`src/rtl/mac_pkg.sv`:
```
// mac_pkg: shared state encoding and datapath widths for the dot-product MAC
package mac_pkg;
    typedef enum logic [1:0] {IDLE = 2'd0, RUN = 2'd1, DONE = 2'd2} state_t;
    localparam int OPW = 8;
    localparam int PRODW = 16;
endpackage

```
`src/rtl/dot_product_mac_if.sv`:
```
// dot_product_mac_if: operand-stream and result handshakes of the dot-product MAC
interface dot_product_mac_if #(parameter int ACC_W = 24, parameter int LEN_W = 8);
    import mac_pkg::*;
    logic start;
    logic [LEN_W-1:0] len;
    logic in_valid;
    logic in_ready;
    logic [OPW-1:0] a;
    logic [OPW-1:0] b;
    logic res_valid;
    logic res_ready;
    logic [ACC_W-1:0] result;
    logic overflow;
    logic busy;
    modport master (
        output start, len, in_valid, a, b, res_ready,
        input in_ready, res_valid, result, overflow, busy
    );
    modport slave (
        input start, len, in_valid, a, b, res_ready,
        output in_ready, res_valid, result, overflow, busy
    );
endinterface

```
`src/rtl/wallace.sv`:
```
// wallace: 8x8 unsigned combinational multiplier, carry-save tree plus final add
module wallace
    import mac_pkg::*;
(
    input  logic [OPW-1:0]   a,
    input  logic [OPW-1:0]   b,
    output logic [PRODW-1:0] product
);
    logic [PRODW-1:0] pp [OPW];
    logic [2*PRODW-1:0] s0, s1, s2, s3, s4, s5;
    // 3:2 compressor on whole rows; carries past bit 15 cannot matter since the product fits 16 bits
    function automatic logic [2*PRODW-1:0] csa(input logic [PRODW-1:0] x, y, z);
        return {((x & y) | (x & z) | (y & z)) << 1, x ^ y ^ z};
    endfunction
    // partial product rows, row i is a shifted by i when b[i] is set
    always_comb begin
        for (int i = 0; i < OPW; i++) pp[i] = b[i] ? (PRODW'(a) << i) : '0;
    end
    assign s0 = csa(pp[0], pp[1], pp[2]);
    assign s1 = csa(pp[3], pp[4], pp[5]);
    assign s2 = csa(s0[PRODW-1:0], s0[2*PRODW-1:PRODW], s1[PRODW-1:0]);
    assign s3 = csa(s1[2*PRODW-1:PRODW], pp[6], pp[7]);
    assign s4 = csa(s2[PRODW-1:0], s2[2*PRODW-1:PRODW], s3[PRODW-1:0]);
    assign s5 = csa(s4[PRODW-1:0], s4[2*PRODW-1:PRODW], s3[2*PRODW-1:PRODW]);
    assign product = s5[PRODW-1:0] + s5[2*PRODW-1:PRODW];
endmodule

```
`src/rtl/dot_product_mac.sv`:
```
// dot_product_mac: streams LEN operand pairs through wallace and accumulates a dot product
module dot_product_mac
    import mac_pkg::*;
#(
    parameter int ACC_W = 24,
    parameter int LEN_W = 8
) (
    input logic clk,
    input logic rst,
    dot_product_mac_if.slave bus
);
    state_t state, state_nxt;
    logic [LEN_W-1:0] remaining;
    logic [OPW-1:0] op_a, op_b;
    logic v1, v2;
    logic [PRODW-1:0] prod, prod_q;
    logic [ACC_W-1:0] acc;
    logic ovf;
    logic [ACC_W:0] sum;
    logic accept;
    wallace u_mul (.a(op_a), .b(op_b), .product(prod));
    assign bus.in_ready = (state == RUN) && (remaining != '0);
    assign bus.res_valid = state == DONE;
    assign bus.busy = state != IDLE;
    assign bus.result = acc;
    assign bus.overflow = ovf;
    assign accept = bus.in_ready && bus.in_valid;
    assign sum = {1'b0, acc} + {{(ACC_W + 1 - PRODW){1'b0}}, prod_q};
    // next state: RUN ends once every beat is taken and the last product is leaving stage 2
    always_comb begin
        state_nxt = state;
        case (state)
            IDLE: state_nxt = bus.start ? ((bus.len == '0) ? DONE : RUN) : IDLE;
            RUN: state_nxt = (remaining == '0 && !v1) ? DONE : RUN;
            DONE: state_nxt = bus.res_ready ? IDLE : DONE;
            default: state_nxt = IDLE;
        endcase
    end
    // state register
    always_ff @(posedge clk or posedge rst) begin
        if (rst) state <= IDLE;
        else state <= state_nxt;
    end
    // operand capture, product register and accumulator; start clears the run totals
    always_ff @(posedge clk or posedge rst) begin
        if (rst) begin
            remaining <= '0;
            op_a <= '0;
            op_b <= '0;
            v1 <= 1'b0;
            v2 <= 1'b0;
            prod_q <= '0;
            acc <= '0;
            ovf <= 1'b0;
        end else begin
            v1 <= accept;
            v2 <= v1;
            prod_q <= prod;
            if (accept) begin
                op_a <= bus.a;
                op_b <= bus.b;
                remaining <= remaining - LEN_W'(1);
            end
            if (state == IDLE && bus.start) begin
                remaining <= bus.len;
                acc <= '0;
                ovf <= 1'b0;
            end else if (v2) begin
                acc <= sum[ACC_W-1:0];
                if (sum[ACC_W]) ovf <= 1'b1;
            end
        end
    end
endmodule

```
`src/flat_wrapper.sv`:
```
// flat-port wrapper written by rule: the top's interface ports become plain ports
module dot_product_mac_flat import mac_pkg::*;
#(
    parameter int ACC_W = 24,
    parameter int LEN_W = 8
)
  (clk, rst, bus_start, bus_len, bus_in_valid, bus_a, bus_b, bus_res_ready, bus_in_ready, bus_res_valid, bus_result, bus_overflow, bus_busy);
  dot_product_mac_if #(.ACC_W(ACC_W), .LEN_W(LEN_W)) bus_i ();
  input logic clk;
  input logic rst;
  input wire logic [$bits(bus_i.start)-1:0] bus_start;
  input wire logic [$bits(bus_i.len)-1:0] bus_len;
  input wire logic [$bits(bus_i.in_valid)-1:0] bus_in_valid;
  input wire logic [$bits(bus_i.a)-1:0] bus_a;
  input wire logic [$bits(bus_i.b)-1:0] bus_b;
  input wire logic [$bits(bus_i.res_ready)-1:0] bus_res_ready;
  output wire logic [$bits(bus_i.in_ready)-1:0] bus_in_ready;
  output wire logic [$bits(bus_i.res_valid)-1:0] bus_res_valid;
  output wire logic [$bits(bus_i.result)-1:0] bus_result;
  output wire logic [$bits(bus_i.overflow)-1:0] bus_overflow;
  output wire logic [$bits(bus_i.busy)-1:0] bus_busy;
  assign bus_i.start = bus_start;
  assign bus_i.len = bus_len;
  assign bus_i.in_valid = bus_in_valid;
  assign bus_i.a = bus_a;
  assign bus_i.b = bus_b;
  assign bus_i.res_ready = bus_res_ready;
  assign bus_in_ready = bus_i.in_ready;
  assign bus_res_valid = bus_i.res_valid;
  assign bus_result = bus_i.result;
  assign bus_overflow = bus_i.overflow;
  assign bus_busy = bus_i.busy;
  dot_product_mac #(.ACC_W(ACC_W), .LEN_W(LEN_W)) u_core (.clk(clk), .rst(rst), .bus(bus_i));
endmodule
```
`config.mk`:
```
export PLATFORM = sky130hd
export DESIGN_NAME = dot_product_mac_flat
export DESIGN_NICKNAME = d
export VERILOG_FILES = /design/src/rtl/mac_pkg.sv /design/src/rtl/dot_product_mac_if.sv /design/src/rtl/wallace.sv /design/src/rtl/dot_product_mac.sv /design/src/flat_wrapper.sv
export SDC_FILE = /design/constraint.sdc
export NUM_CORES = 1
export LEC_CHECK = 0
export ABC_AREA = 1
export CAP_MARGIN = 20
export CORE_ASPECT_RATIO = 2
export CORE_MARGIN = 2
export CORE_UTILIZATION = 35
export CTS_CLUSTER_DIAMETER = 200
export DETAILED_ROUTE_END_ITERATION = 6
export SLEW_MARGIN = 15
export SYNTH_ARGS = -nofsm -noshare
export SYNTH_HDL_FRONTEND = slang
export SYNTH_SLANG_ARGS = --single-unit
```
`constraint.sdc`:
```
create_clock -name clk -period 5.5 [get_ports clk]
set_clock_uncertainty 0.1 [all_clocks]
set_input_delay 1.1 -clock clk [delete_from_list [all_inputs] [get_ports clk]]
set_output_delay 1.1 -clock clk [all_outputs]
set_load 0.01 [all_outputs]
```
==> flow_metrics.env <==
export IMPL_ys_warn_count=0
export IMPL_coreArea_um2=16300
export IMPL_r2r_cells=14
export IMPL_hold_buffers=0
export IMPL_clk_latency_ps=340
export IMPL_hold_start="u_core.v1"
export IMPL_n_fill_cell=1664
export IMPL_seqPwrFrac=0.200
export IMPL_drv_slew=0
export IMPL_combPwrFrac=0.680
export IMPL_wl_per_cell_um=14.1
export IMPL_layout_drive_gt1_share=0.0352
export IMPL_post_cts_buffers=0
export IMPL_slew_headroom=0.579
export IMPL_synth_top_area_frac=0.296
export IMPL_vias_per_cell=4.82
export IMPL_switching_power_uw=2510
export IMPL_grt_overflow=0
export IMPL_start_kind="register"
export IMPL_synth_fp_nets=912
export IMPL_die_y_um=187
export IMPL_finalCritPeriodShare=0.751
export IMPL_worstMarginPinSlew_ps=631
export IMPL_setup_viol=0
export IMPL_r2r_end="u_core.prod_q[14]"
export IMPL_seq_area_frac_synth=0.296
export IMPL_p_sw_frac=0.511
export IMPL_worst_slack_ps=1370
export IMPL_cts_made_buffers=9
export IMPL_fin_setup_tns_ps=0
export IMPL_crit_required_ps=5600
export IMPL_ctsResizeCount=0
export IMPL_insertedDiodeCount=0
export IMPL_place_area_um2=6560
export IMPL_num_vias=5098
export IMPL_r2r_start="u_core.op_b[3]"
export IMPL_gp_congestion=0.944
export IMPL_rows=66
export IMPL_synthTopCellsByArea="dfrtp_1, nand2_1, fa_1"
export IMPL_synthCells=801
export IMPL_design_area_um2=6880
export IMPL_holdPathEnd="u_core.v2"
export IMPL_rrSetupSlack_ps=1370
export IMPL_power_frac_clock=0.119
export IMPL_ys_seq_elements=69
export IMPL_cap_violations=0
export IMPL_syn_area_per_cell_um2=7.28
export IMPL_h_tree_depth=3
export IMPL_fin_nets=959
export IMPL_final_common_cell="nand2_1"
export IMPL_grt_pass1_wl_um=25100
export IMPL_p_int_uw=2400
export IMPL_run_status="completed"
export IMPL_synth_area_um2=5830
export IMPL_clock_path_buffers=2
export IMPL_worstPathMaxFanout=9
export IMPL_track_usage=0.181
export IMPL_hpwl_um=12200
export IMPL_synth_flop_cell="dfrtp_1"
export IMPL_synth_edff_count=0
export IMPL_period_needed_ps=4130
export IMPL_synth_distinct_cells=40
export IMPL_dieArea_um2=17800
export IMPL_fmax_ghz=0.242
export IMPL_synth_top_area_cell="dfrtp_1"
export IMPL_syn2layout_area_growth_pct=17.8
export IMPL_clk_pin_slew_worst_paths_ps=60
export IMPL_drt_iter0_markers=211
export IMPL_start_util=0.359
export IMPL_drt_pre_antenna_iters=5
export IMPL_ant_nets=0
export IMPL_power_density_nw_per_um2=713
export IMPL_io_pin_count=57
export IMPL_grt_max_degree=48
export IMPL_cts_tree="built"
export IMPL_cp_data_arrival_time_ps=4240
export IMPL_vdd_ir_drop_max_uv=283
export IMPL_finalHoldViolCount=0
export IMPL_async_reset_ff_frac=1.00
export IMPL_cts_root_buf="clkbuf_16"
export IMPL_rsz0062_at_grt="false"
export IMPL_portBuffers=56
export IMPL_grt_pass1_vias=5420
export IMPL_totalWireLength_um=14900
export IMPL_cts_sinks=69
export IMPL_antenna_found_initial=0
export IMPL_die_width_um=95.3
export IMPL_p_leak_uw=0.00380
export IMPL_drc=0
export IMPL_post_place_ws_ps=1370
export IMPL_power_total_uw=4900
export IMPL_layout_common_cells="nand2_1, inv_1, nor2_1"
export IMPL_min_path_cells=0
export IMPL_hp_class="register to register"
export IMPL_worstSetupPathType="register to register"
export IMPL_crit_path_end_kind="register"
## synthesized netlist by cell type, types with 3 or more instances
library cell	count
nor2_1	73
ha_1	42
a21oi_1	33
fa_1	40
clkbuf_1	16
xor2_1	12
o21ai_0	18
o211ai_1	3
nor3_1	6
nand2_1	271
dfrtp_1	69
nand3_1	41
buf_2	4
xnor2_1	3
inv_1	140
## critical path, stage by stage, from the launching register on
cell	delay, ps
dfrtp_1	490
nand2_1	110
inv_1	60
fa_1	530
inv_1	50
fa_1	460
fa_1	540
inv_1	50
fa_1	460
ha_1	400
a21oi_1	190
inv_1	60
o21ai_0	190
o2111ai_1	150
xor2_1	170
## through the flow
stage	std cells	utilization	hold slack (ps)
2_1_floorplan	801	-	254
3_3_place_gp	1040	0.403	261
3_5_place_dp	1040	0.403	264
4_1_cts	1056	0.421	285
5_1_grt	1057	0.423	295
6_report	1057	0.423	288
## metal layers
| layer | global-route usage | part of all wire |
|---|---|---|
| met1 | 0.170 | 0.34 |
| met2 | 0.356 | 0.58 |
| met3 | 0.0202 | 0.025 |
| met4 | 0.100 | 0.055 |
| met5 | 0 | 0 |
## cells by family after synthesis
family / synth area share
compound gates: 0.0631
simple gates: 0.279
buf+inv: 0.112
flops: 0.296
fa+ha+maj: 0.227
xor+xnor: 0.0225
## sequential cells by signal (all words and copies together) (netlist names)
register             flops
u_core.bus.result       24
u_core.prod_q           16
u_core.op_a              8
u_core.op_b              8
u_core.remaining         8
u_core.state             2
u_core.bus.overflow      1
u_core.v1                1
u_core.v2                1
## power by group through the flow
stage,clock network [µW],logic (µW),registers (µW)
global placement,0,3310,986
CTS,596,3370,983
global route,616,3890,1010
floorplan,0,2580,873
detailed placement,0,3360,993
finish,585,3330,983
## worst max path at each step
stage / start / endpoint / slack [ps]
2_1_floorplan: u_core.op_b[3] / u_core.prod_q[14] / 1590
3_3_place_gp: u_core.op_a[7] / u_core.prod_q[12] / 1390
3_5_place_dp: u_core.op_a[7] / u_core.prod_q[12] / 1370
4_1_cts: u_core.op_a[7] / u_core.prod_q[12] / 1350
5_1_grt: u_core.op_b[4] / u_core.prod_q[15] / 1080
6_report: u_core.op_b[3] / u_core.prod_q[14] / 1370
## cell type report
class / instances / area (µm²) / area share
clock buffers: 11 / 233 / 0.0338
clock inverters: 5 / 60.1 / 0.00874
inverters: 142 / 536 / 0.0779
multi-input cells: 566 / 3450 / 0.502
flip-flops and latches: 69 / 1730 / 0.251
well taps: 204 / 255 / 0.0371
repair buffers: 60 / 611 / 0.0888
Note: power is estimated with default switching activity, not from simulation.
